File: config.mk
export PLATFORM = sky130hd
export DESIGN_NAME = cell_bist_seq
export DESIGN_NICKNAME = d
export VERILOG_FILES = /design/src/rtl/cell_bist_seq.sv
export SDC_FILE = /design/constraint.sdc
export NUM_CORES = 1
export LEC_CHECK = 0
export ABC_AREA = 1
export ABC_CLOCK_PERIOD_IN_PS = 2000
export CAP_MARGIN = 20
export CORE_UTILIZATION = 45
export DETAILED_ROUTE_END_ITERATION = 8
export PLACE_DENSITY_LB_ADDON = 0.15
export SETUP_SLACK_MARGIN = 0.2
export SLEW_MARGIN = 20
export SYNTH_ARGS = -nofsm -noshare
export SYNTH_HDL_FRONTEND = slang
export SYNTH_SLANG_ARGS = --single-unit
File: constraint.sdc
create_clock -name CLK -period 2 [get_ports CLK]
set_clock_uncertainty 0.2 [all_clocks]
set_input_delay 0.2 -clock CLK [delete_from_list [all_inputs] [get_ports CLK]]
set_output_delay 0.2 -clock CLK [all_outputs]
set_load 0.02 [all_outputs]
File: src/rtl/cell_bist_seq.sv
// cell_bist_seq: BIST sequencer - drives CUT stimulus, compares RESP against EXP, reports pass/fail and the first failing vector.
// Latency: first vector on STIM in the cycle after START; each vector's response is compared PIPE cycles after it appears.
// Backpressure: none; START while BUSY is ignored. Optional MISR signature port SIG when CELL_BIST_SEQ_MISR_EN is defined.
module cell_bist_seq #(
  parameter int NIN  = 4,
  parameter int NOUT = 8,
  parameter int PIPE = 2,
  parameter int ERRW = 16
) (
  input  logic              CLK,
  input  logic              RESET_B,
  input  logic              START,
  input  logic              MODE,
  input  logic [15:0]       COUNT,
  output logic [NIN-1:0]    STIM,
  input  logic [NOUT-1:0]   RESP,
  input  logic [NOUT-1:0]   EXP,
  output logic              BUSY,
  output logic              DONE,
  output logic              PASS,
  output logic [ERRW-1:0]   ERR_CNT,
  output logic [15:0]       FIRST_FAIL
`ifdef CELL_BIST_SEQ_MISR_EN
  ,
  output logic [NOUT-1:0]   SIG
`endif
);

  typedef enum logic [1:0] {
    S_IDLE  = 2'd0,
    S_RUN   = 2'd1,
    S_DRAIN = 2'd2,
    S_DONE  = 2'd3
  } state_t;

  // Fibonacci feedback taps, shifting right with feedback into the MSB.
  // Polynomial x^n + x^k + ... + 1 feeds back bits 0 and (n-k).
  localparam logic [7:0] LFSR_TAPS8 = (NIN == 5) ? 8'h05 :
                                      (NIN == 8) ? 8'h1D : 8'h03;
  localparam logic [NIN-1:0] LFSR_TAPS = LFSR_TAPS8[NIN-1:0];
  localparam logic [3:0]     DCNT_LAST = 4'(PIPE - 1);
  localparam logic [15:0]    EXH_LAST  = 16'((1 << NIN) - 1);

  state_t            r_state;
  state_t            w_state_nxt;
  logic              r_mode;
  logic [15:0]       r_last;
  logic [15:0]       r_vidx;
  logic [NIN-1:0]    r_stim;
  logic [3:0]        r_dcnt;
  logic [ERRW-1:0]   r_err;
  logic [15:0]       r_first;
  logic              r_fail_seen;
  logic [PIPE-1:0]   r_vld;
  logic [15:0]       r_pidx [PIPE];

  logic              w_start_ok;
  logic              w_zero_run;
  logic              w_fb;
  logic [NIN-1:0]    w_stim_nxt;
  logic              w_cmp_vld;
  logic [15:0]       w_cmp_idx;
  logic              w_mismatch;

  assign w_start_ok = START && ((r_state == S_IDLE) || (r_state == S_DONE));
  assign w_zero_run = MODE && (COUNT == 16'd0);
  assign w_fb       = ^(r_stim & LFSR_TAPS);
  assign w_stim_nxt = r_mode ? {w_fb, r_stim[NIN-1:1]}
                             : r_stim + {{(NIN-1){1'b0}}, 1'b1};
  assign w_cmp_vld  = r_vld[PIPE-1];
  assign w_cmp_idx  = r_pidx[PIPE-1];
  assign w_mismatch = (RESP != EXP);

  assign STIM       = r_stim;
  assign ERR_CNT    = r_err;
  assign FIRST_FAIL = r_first;

  // State register.
  always_ff @(posedge CLK or negedge RESET_B) begin
    if (!RESET_B) begin
      r_state <= S_IDLE;
    end else begin
      r_state <= w_state_nxt;
    end
  end

  // Next-state and status outputs.
  always_comb begin
    w_state_nxt = r_state;
    BUSY        = 1'b0;
    DONE        = 1'b0;
    PASS        = 1'b0;
    case (r_state)
      S_IDLE: begin
        if (w_start_ok) w_state_nxt = w_zero_run ? S_DRAIN : S_RUN;
      end
      S_RUN: begin
        BUSY = 1'b1;
        if (r_vidx == r_last) w_state_nxt = S_DRAIN;
      end
      S_DRAIN: begin
        BUSY = 1'b1;
        if (r_dcnt == DCNT_LAST) w_state_nxt = S_DONE;
      end
      S_DONE: begin
        DONE = 1'b1;
        PASS = (r_err == '0);
        if (w_start_ok) w_state_nxt = w_zero_run ? S_DRAIN : S_RUN;
      end
      default: w_state_nxt = S_IDLE;
    endcase
  end

  // Drain timer: counts cycles spent in DRAIN, parked at zero otherwise.
  always_ff @(posedge CLK or negedge RESET_B) begin
    if (!RESET_B) begin
      r_dcnt <= '0;
    end else if (r_state == S_DRAIN) begin
      r_dcnt <= r_dcnt + 4'd1;
    end else begin
      r_dcnt <= '0;
    end
  end

  // Valid/index pipe: each RUN cycle's vector enters at the end of that cycle
  // and reaches the last stage when its response is present on RESP/EXP.
  always_ff @(posedge CLK or negedge RESET_B) begin
    if (!RESET_B) begin
      r_vld <= '0;
      for (int i = 0; i < PIPE; i++) r_pidx[i] <= '0;
    end else begin
      r_vld[0]  <= (r_state == S_RUN);
      r_pidx[0] <= r_vidx;
      for (int i = 1; i < PIPE; i++) begin
        r_vld[i]  <= r_vld[i-1];
        r_pidx[i] <= r_pidx[i-1];
      end
    end
  end

  // Run setup, vector generation and result accumulation.
  always_ff @(posedge CLK or negedge RESET_B) begin
    if (!RESET_B) begin
      r_mode      <= 1'b0;
      r_last      <= '0;
      r_vidx      <= '0;
      r_stim      <= '0;
      r_err       <= '0;
      r_first     <= '0;
      r_fail_seen <= 1'b0;
    end else if (w_start_ok) begin
      r_mode      <= MODE;
      r_last      <= MODE ? (COUNT - 16'd1) : EXH_LAST;
      r_vidx      <= '0;
      r_stim      <= MODE ? {NIN{1'b1}} : '0;
      r_err       <= '0;
      r_first     <= '0;
      r_fail_seen <= 1'b0;
    end else begin
      // STIM holds the last vector once the final one has been issued.
      if ((r_state == S_RUN) && (r_vidx != r_last)) begin
        r_stim <= w_stim_nxt;
        r_vidx <= r_vidx + 16'd1;
      end
      if (w_cmp_vld && w_mismatch) begin
        if (r_err != '1) r_err <= r_err + {{(ERRW-1){1'b0}}, 1'b1};
        if (!r_fail_seen) begin
          r_first     <= w_cmp_idx;
          r_fail_seen <= 1'b1;
        end
      end
    end
  end

`ifdef CELL_BIST_SEQ_MISR_EN
  localparam logic [NOUT-1:0] MISR_TAPS = (NOUT < 3) ? NOUT'(1) : NOUT'(5);

  logic [NOUT-1:0] r_sig;
  logic [NOUT-1:0] w_sig_rot;

  assign w_sig_rot = (r_sig << 1) | (r_sig >> (NOUT - 1));
  assign SIG       = r_sig;

  // MISR absorbs RESP on every compare cycle; no compares happen in DONE, so it freezes there.
  always_ff @(posedge CLK or negedge RESET_B) begin
    if (!RESET_B) begin
      r_sig <= '0;
    end else if (w_start_ok) begin
      r_sig <= '0;
    end else if (w_cmp_vld) begin
      r_sig <= w_sig_rot ^ RESP ^ (r_sig[NOUT-1] ? MISR_TAPS : '0);
    end
  end
`endif

endmodule

* Yosys cells after proc, flatten, opt, wreduce, memory -nomap -nowiden *
Index checks and enable logic that the tools add are counted.

cells by class
  add/sub/neg operators = 5
  multipliers = 0
  divide/modulo/power cells = 0
  magnitude comparators = 0
  equal/unequal tests = 12
  shift-type cells = 0
  muxes and demuxes = 24
  bitwise logic cells = 0
  reduce and logical (&&, ||, !) cells = 17

operators with widths
  operator                 count
  $mux W16                 9
  $add A16 B1 Y16 const B  2
  $logic_not A16 Y1        2
  $mux W4                  5
  $eq A16 B16 Y1           1
  $ne A16 B16 Y1           1
  $ne A16 B16 Y1 const B   1
  $sub A16 B1 Y16 const B  1
  $add A4 B1 Y4 const B    2
  $mux W2                  4
  $ne A8 B8 Y1             1
  $pmux W2 S3              1
  $reduce_bool A2 Y1       3
  $mux W1                  5
  $eq A2 B2 Y1 const B     2
  $eq A4 B1 Y1 const B     1
  $logic_and A1 B1 Y1      4
  $ne A2 B1 Y1 const B     2
  $ne A2 B2 Y1 const B     2
  $reduce_and A2 Y1        2
  $reduce_or A2 Y1         2
  $reduce_xor A4 Y1        1
  $reduce_and A3 Y1        1
  $eq A2 B1 Y1 const B     1
  other kinds (2)          2

word-level totals
  flip-flop bits (word level) = 110
  latch bits = 0
  memory bits (writable) = 0
  memory bits (read-only) = 0
  bits of input ports = 36
  output and inout port bits = 39
  word-level logic and storage cells = 70
  memories = 0

* Logic depth before layout (Yosys ltp) *
Gate-level depths: netlist of the first run.

  depth in word-level cells = 5
  mapped depth = 12
  gate-level depth less buffers = 11

* Worst setup path before layout of the first run *
OpenSTA, ideal clock, no wires.

  kind = register to register
  start = reg r_state[0]
  end = reg r_err[10] (netlist: ERR_CNT[10])
  library setup time = 0.118 ns
  data arrival time = 1.653 ns
  required time = 1.682 ns
  path slack = 0.029 ns
  stages on the path, launching flop included = 10
  path buffers = 1
  path through = dfrtp_1 > inv_1 > ha_1 > nand2_2 > inv_2 > nor4_4 > nand4_4 > buf_2 > nand3_1 > nand2_1

on the way
  word-level cells in the longest chain between the ends = 5
  elaborated cells on any way between the ends = 8
  classes of those cells = 1 x eq/ne; 1 x mux; 6 x reduce/logical

ends and longest elaborated chain
  what                                              line  text
  from (decl)                                       44    state_t r_state;
  from (signal assigned)                            83    r_state <= w_state_nxt;
  $eq A2 B2 Y1 or $logic_not A2 Y1 (tied branches)  65    assign w_start_ok = START && ((r_state == S_IDLE) || (r_state == S_DONE));
  $logic_or A1 B1 Y1 (*)                            65
  $logic_and A1 B1 Y1 (*)                           65
  $reduce_bool A2 Y1 (no line)                      n/a
  $reduce_and A2 Y1 (no line)                       n/a
  to (signal assigned)                              166   if (r_err != '1) r_err <= r_err + {{(ERRW-1){1'b0}}, 1'b1};
  to (decl)                                         51    logic [ERRW-1:0] r_err;

Mark *: on every way between the ends. The rest lies on a longest branch, timed or not.
A chain may end at the register's enable or synchronous reset.

* Final worst setup path of the first run *
  start = reg r_state[0]
  end = reg r_err[1] (netlist: ERR_CNT[1])

Same word-level chain as after synthesis.

==> impl_metrics.py, run 1 <==
metrics = {
    "run_status": {
        "outcome": "finished, final reports clean",
    },
    "floorplan": {
        "die_y_um": 115,
        "start_util": 0.459,
        "io_pins": 75,
        "core_um2": 12600,
        "die_w_um": 115,
        "rows": 41,
        "dieArea_um2": 13300,
    },
    "finish": {
        "num_antenna_cells": 0,
        "layout.cells.non_filler": 1069,
        "layout.nets": 939,
        "fillers": 1141,
        "drive_gt1_frac": 0.177,
        "area_growth_pct": 34.4,
        "post-route-util": 0.618,
    },
    "critical_path": {
        "cp_max_fo": 9,
        "cp.required_ps": 2030,
        "start_kind": "register",
        "cp.arrival_ps": 1950,
        "worstSetupPathDepth": 9,
        "rrSetupSlack_ps": 80,
        "cp-end-kind": "register",
        "max_stage_delay_ps": 420,
        "reg2reg_from": "r_state[0]$_DFFE_PN0P_",
        "criticalPathCategory": "register to register",
        "path_buf_inv": 3,
        "cp_top_family": "simple AND/OR/NAND/NOR gates",
        "path_cells": "inv_2 -> ha_4 -> nand2_4 -> inv_4 -> nor4_4 -> nand4_4 -> buf_6 -> nand3_1 -> nand2_1",
        "r2r_cells": 9,
        "cp_slowest_cell": "dfrtp_1",
        "rr_endpoint": "ERR_CNT[1]$_DFFE_PN0P_",
    },
    "sta": {
        "max-slew-margin-rel": 0.788,
        "fin_crit_sh": 0.960,
        "fmaxAchievable_mhz": 521,
        "setup_slack_ps": 80.0,
        "worst_pin_slew_ps": 317,
        "hold_viol_final": 0,
        "drv_slew": 0,
        "rsz0062_at_grt": "true",
        "setup_viol": 0,
        "period_minus_slack_ps": 1920,
    },
    "pwr": {
        "switching_share": 0.396,
        "power_density_nw_per_um2": 1040,
        "switchingPower_mw": 3.20,
        "p_leak_nw": 3.99,
        "p_int_mw": 4.89,
        "p_seq_frac": 0.356,
        "pwr-share-clk": 0.226,
        "finalPower_mw": 8.09,
        "p_comb_frac": 0.418,
        "vdd.ir_drop.worst_mv": 0.844,
    },
    "synthesis": {
        "synth_edf_count": 0,
        "synth_area_leaders": "dfrtp_1 48%, nand2_1 16%, nand3_1 6.9%",
        "ys_seq_area_frac": 0.477,
        "syn_area_um2": 5770,
        "ys_warn_count": 0,
        "synth.most_common_cell": "nand2_1",
        "synth_seq_cells": 110,
        "synth_ff_type": "dfrtp_1",
        "synth_area_per_cell_um2": 7.67,
        "syn_inst": 753,
        "async_flop_share": 1.00,
        "yosysTopAreaCell": "dfrtp_1",
        "syn_nets": 800,
        "yosysTopAreaCellShare": 0.477,
        "ys_top_cells_by_count": "241 x nand2_1, 110 x dfrtp_1, 88 x nor2_1, 82 x inv_1, 80 x nand3_1",
        "ys_types": 35,
    },
    "global_routing": {
        "grt_pass1_wl_um": 22500,
        "antenna_found_initial": 0,
        "grt_util_all_layers": 0.218,
        "grt_max_degree": 55,
        "grt_pass1_vias": 4792,
        "grt_overflow": 0,
    },
    "placement": {
        "port_buffers": 74,
        "place_hpwl_um": 10400,
        "place_ws_ps": -41.5,
        "dp_cells": 1033,
        "gp_congestion": 0.906,
    },
    "route": {
        "ant_nets": 0,
        "drc": 0,
        "detail_route.wl_per_cell_um": 13.4,
        "routed_via_density": 4.99,
        "wl_um": 14400,
        "drt_iter0_markers": 337,
        "drt_pass1_iterations": 5,
        "vias": 5331,
    },
    "cts": {
        "clk_latency_ps": 350,
        "cts_tree": "built",
        "cts_max_level": 3,
        "cts_sinks": 110,
        "cts.clk_slew.worst_paths_ps": 80,
        "cts_root_buf": "clkbuf_16",
        "cts_buffers": 9,
        "clockBufferDepth": 2,
    },
    "hold_path": {
        "hp-class": "primary input to async pin",
    },
    "flow_run": {
        "max_cap_violations": 0,
    },
}
[sequential cells by signal, summed over array words and instances, names as in the netlist]
register and count:
r_last 16, STIM 4, r_fail_seen 1, r_vld 2
r_pidx 16, r_dcnt 4, r_vidx 16, r_state 2
w_cmp_idx 16, ERR_CNT 16, FIRST_FAIL 16, r_mode 1
[cell type report]
type                    instances  area [µm²]  share of cell area
multi-input cells             534        2750               0.355
clock buffers                   9         225              0.0290
clock inverters                 7        85.1              0.0110
repair buffers                149        1380               0.178
flip-flops and latches        110        2770               0.356
well taps                     172         215              0.0277
inverters                      88         337              0.0434
[layout by cell type, fill, tap and decap left out, types with 7 or more instances in the layout]
cell type,instances
xor2_1,19
dlygate4sd2_1,17
nand3_1,62
ha_1,9
clkdlybuf4s50_1,51
buf_4,64
nand4_1,28
dfrtp_2,10
nor2_1,82
clkbuf_16,10
nand2_1,236
o21ai_0,20
nand3_2,19
dfrtp_1,100
xnor2_1,12
inv_1,79
a21oi_1,8
nor2_2,7
[kinds of logic after synthesis]
| group | synth area share |
|---|---|
| AOI/OAI and AO/OA | 0.0353 |
| DFF | 0.477 |
| and+or+nand+nor | 0.341 |
| buffers and inverters | 0.0763 |
| adders and majority gates | 0.0238 |
| xor gates and xnor gates | 0.0470 |
[through the flow]
step / TNS [ps] / cell area, µm² / hold WS (ps)
after floorplan: 0 / 5810 / -296
after global placement: -45.0 / 7100 / -82.9
after detailed placement: -188 / 7100 / -85.3
after CTS: 0 / 7470 / 83.9
after global routing: -4.63 / 7760 / 111
final: 0 / 7760 / 80.7
[worst max-delay path by stage]
stage                                 start                 endpoint  slack (ps)
floorplan            r_state[0]$_DFFE_PN0P_  ERR_CNT[13]$_DFFE_PN0P_         190
global placement    ERR_CNT[10]$_DFFE_PN0P_                     PASS         -40
detailed placement  ERR_CNT[10]$_DFFE_PN0P_                     PASS         -40
CTS                  r_state[1]$_DFFE_PN0P_                     PASS          60
global route         r_state[0]$_DFFE_PN0P_  ERR_CNT[13]$_DFFE_PN0P_          -2
finish               r_state[0]$_DFFE_PN0P_   ERR_CNT[1]$_DFFE_PN0P_          80
[timing repair]
action / in CTS / in global routing
hold endpoints to repair: 110 / 0
endpoints found under the setup margin: 79 / 72
setup buffers: 2 / 16
resized for setup: 47 / 44
pin swaps: 4 / 21
hold buffers: 1 / 0
gates cloned: 0 / 1
[power by group through the flow]
stage               Sequential (mW)  Clock [mW]  Combinational (mW)
floorplan                      2.98           0                1.81
global placement               2.90           0                2.87
detailed placement             2.92           0                2.93
CTS                            2.87        1.86                3.00
global route                   2.93        1.96                3.74
finish                         2.88        1.83                3.39
[routing by layer]
metal / track usage / share of wire / vias to the layer above
li1: - / - / 2669
met1: 0.287 / 0.46 / 2511
met2: 0.372 / 0.48 / 136
met3: 0.0227 / 0.045 / 15
met4: 0.0788 / 0.013 / 0
met5: 0 / 0 / -
Power figures use the tool's default switching activity.
==> run 2: changes to the inputs <==
REMOVE_ABC_BUFFERS = 1   (was unset)
==> run 2 against run 1 <==
First-iteration DRC count is 20% lower. Setup slack better by 7.3 ps. Wire length is 5.0% lower. Core utilization hardly changed. Cell area hardly changed. Critical path depth is 5 lower. Sequential power hardly changed. Sequential share of layout area hardly changed. Non-clock buffer count is 10 lower. Total power is 0.66% higher. Largest power group unchanged.
==> impl_metrics.py, run 2 (synthesis gave the netlist of run 1 again) <==
metrics = {
    "finish": {
        "final_cell_mix": "232 x nand2_1, 101 x dfrtp_1, 79 x nor2_1",
        "fillers": 1145,
        "multi_input_area_um2": 2810,
        "area_growth_pct": 34.5,
        "post-route-util": 0.618,
        "layout.nets": 930,
        "drive_gt1_frac": 0.186,
        "final_common_cell": "nand2_1",
        "num_antenna_cells": 0,
        "seqCellArea_um2": 2760,
    },
    "pwr": {
        "finalPower_mw": 8.15,
        "power_density_nw_per_um2": 1050,
        "vdd.ir_drop.worst_mv": 0.980,
        "p_leak_nw": 3.97,
    },
    "route": {
        "ant_nets": 0,
        "vias": 5213,
        "detail_route.wl_per_cell_um": 12.9,
        "routed_via_density": 4.92,
        "drt_iter0_markers": 269,
        "wl_um": 13700,
        "drc": 0,
        "drt_pass1_iterations": 5,
    },
    "sta": {
        "fin_crit_sh": 0.956,
        "fmaxAchievable_mhz": 523,
        "drv_slew": 0,
        "period_minus_slack_ps": 1910,
        "worst_pin_slew_ps": 533,
        "rsz0062_at_grt": "true",
        "hold_viol_final": 0,
        "max-slew-margin-rel": 0.645,
        "setup_viol": 0,
        "hold_slack_ps": 151,
    },
    "critical_path": {
        "path_cells": "nor4_4 -> nand4_1 -> nor3_2 -> buf_4",
        "start_kind": "register",
        "cp-startpoint": "ERR_CNT[10]$_DFFE_PN0P_",
        "path_buf_inv": 1,
        "cp-end-kind": "output pin",
        "max_stage_delay_ps": 420,
        "cp_slowest_cell": "dfrtp_1",
        "criticalPathCategory": "register to output pin",
        "reg2reg_from": "r_state[0]$_DFFE_PN0P_",
        "cp.arrival_ps": 1510,
        "cp_top_family": "simple AND/OR/NAND/NOR gates",
        "cp_max_fo": 2,
        "cp.required_ps": 1600,
    },
    "cts": {
        "cts.clk_slew.worst_paths_ps": 80,
        "cts_tree": "built",
        "cts_sinks": 110,
        "cts_max_level": 3,
        "clockBufferDepth": 2,
        "clk_latency_ps": 360,
        "cts_root_buf": "clkbuf_16",
        "cts_buffers": 9,
    },
    "hold_path": {
        "hp-class": "register to register",
        "hold_path_startpoint": "r_pidx[21]$_DFF_PN0_",
    },
    "global_routing": {
        "grt_util_all_layers": 0.216,
        "grt_max_degree": 51,
        "use_met3": 0.0322,
        "grt_pass1_wl_um": 22600,
        "antenna_found_initial": 0,
        "met2_usage": 0.356,
        "met1_usage": 0.293,
        "grt_pass1_vias": 4833,
        "grt_overflow": 0,
        "grt_most_used_layer": "met2",
    },
    "placement": {
        "gp_congestion": 0.904,
        "place_hpwl_um": 9770,
        "port_buffers": 74,
    },
    "flow_run": {
        "max_cap_violations": 0,
    },
    "floorplan": {
        "io_pins": 75,
        "dieArea_um2": 13300,
        "start_util": 0.459,
        "core_um2": 12600,
        "rows": 41,
        "die_y_um": 115,
        "die_w_um": 115,
    },
    "run_status": {
        "outcome": "finished, final reports clean",
    },
}
## run 2: cell types whose count changed in the layout (fill, tap and decap cells not counted), moves of 4 or more
cell and delta:
inv_1 -4, nand2_1 -4, o21ai_0 -9, buf_4 -14, nand2_2 +4, inv_2 +5, o21ai_1 +7, buf_6 +6
## run 2: metal layers
metal	vias to the layer above	part of all wire	wire length (µm)
met4	0	0.012	170
met1	2435	0.47	6460
met2	116	0.48	6490
li1	2651	-	-
met3	11	0.039	535
met5	-	0	0
## run 2: worst register-to-register path: stages, from the launching register on
cell	delay, ps
dfrtp_1	400
inv_2	70
ha_4	250
nand2_4	80
inv_4	50
nor4_4	170
nand4_4	230
buf_6	210
nand3_2	80
nand2_2	50
## run 2: where the power goes
| group | leakage [nW] | switching (mW) | internal (mW) | total [mW] |
|---|---|---|---|---|
| combinational | 2.35 | 2.08 | 1.43 | 3.51 |
| sequential | 1.47 | 0.255 | 2.60 | 2.85 |
| clock | 0.149 | 0.897 | 0.889 | 1.79 |
## run 2: worst paths after layout
path / cells after the start / endpoint / slack (ps)
max: 4 / PASS / 90
max reg2reg: 9 / ERR_CNT[9]$_DFFE_PN0P_ / 100
min reg2reg: 0 / w_cmp_idx[5]$_DFF_PN0_ / 150
min in group asynchronous: 2 / r_vld[1]$_DFF_PN0_ / 170
max in group asynchronous: 3 / STIM[3]$_DFFE_PN0P_ / 790
min: 0 / w_cmp_idx[5]$_DFF_PN0_ / 150
## run 2: area by class of cell
class                   instances  area share
multi-input cells             534       0.362
flip-flops and latches        110       0.356
repair buffers                139       0.170
inverters                      88      0.0432
clock buffers                   9      0.0290
well taps                     172      0.0277
clock inverters                 7     0.00999
repair inverters                1     0.00145
## run 2: metrics by stage
step / area [µm²] / setup slack (ps) / std cells / setup TNS (ps)
2_1_floorplan: 5660 / -786 / 732 / -30610
3_3_place_gp: 7000 / -99.2 / 1026 / -547
3_5_place_dp: 7000 / -149 / 1026 / -2640
4_1_cts: 7490 / 7.53 / 1049 / 0
5_1_grt: 7760 / -8.44 / 1060 / -15.1
6_report: 7760 / 87.3 / 1060 / 0
## run 2: repair_timing
item                                    4_1_cts  5_1_grt
pin swaps                                    18       25
cloned                                        1        2
hold buffers                                  1        0
buffers inserted                              5        9
resized for setup                            67       68
hold endpoints to repair                     35        0
endpoints found under the setup margin       83       68
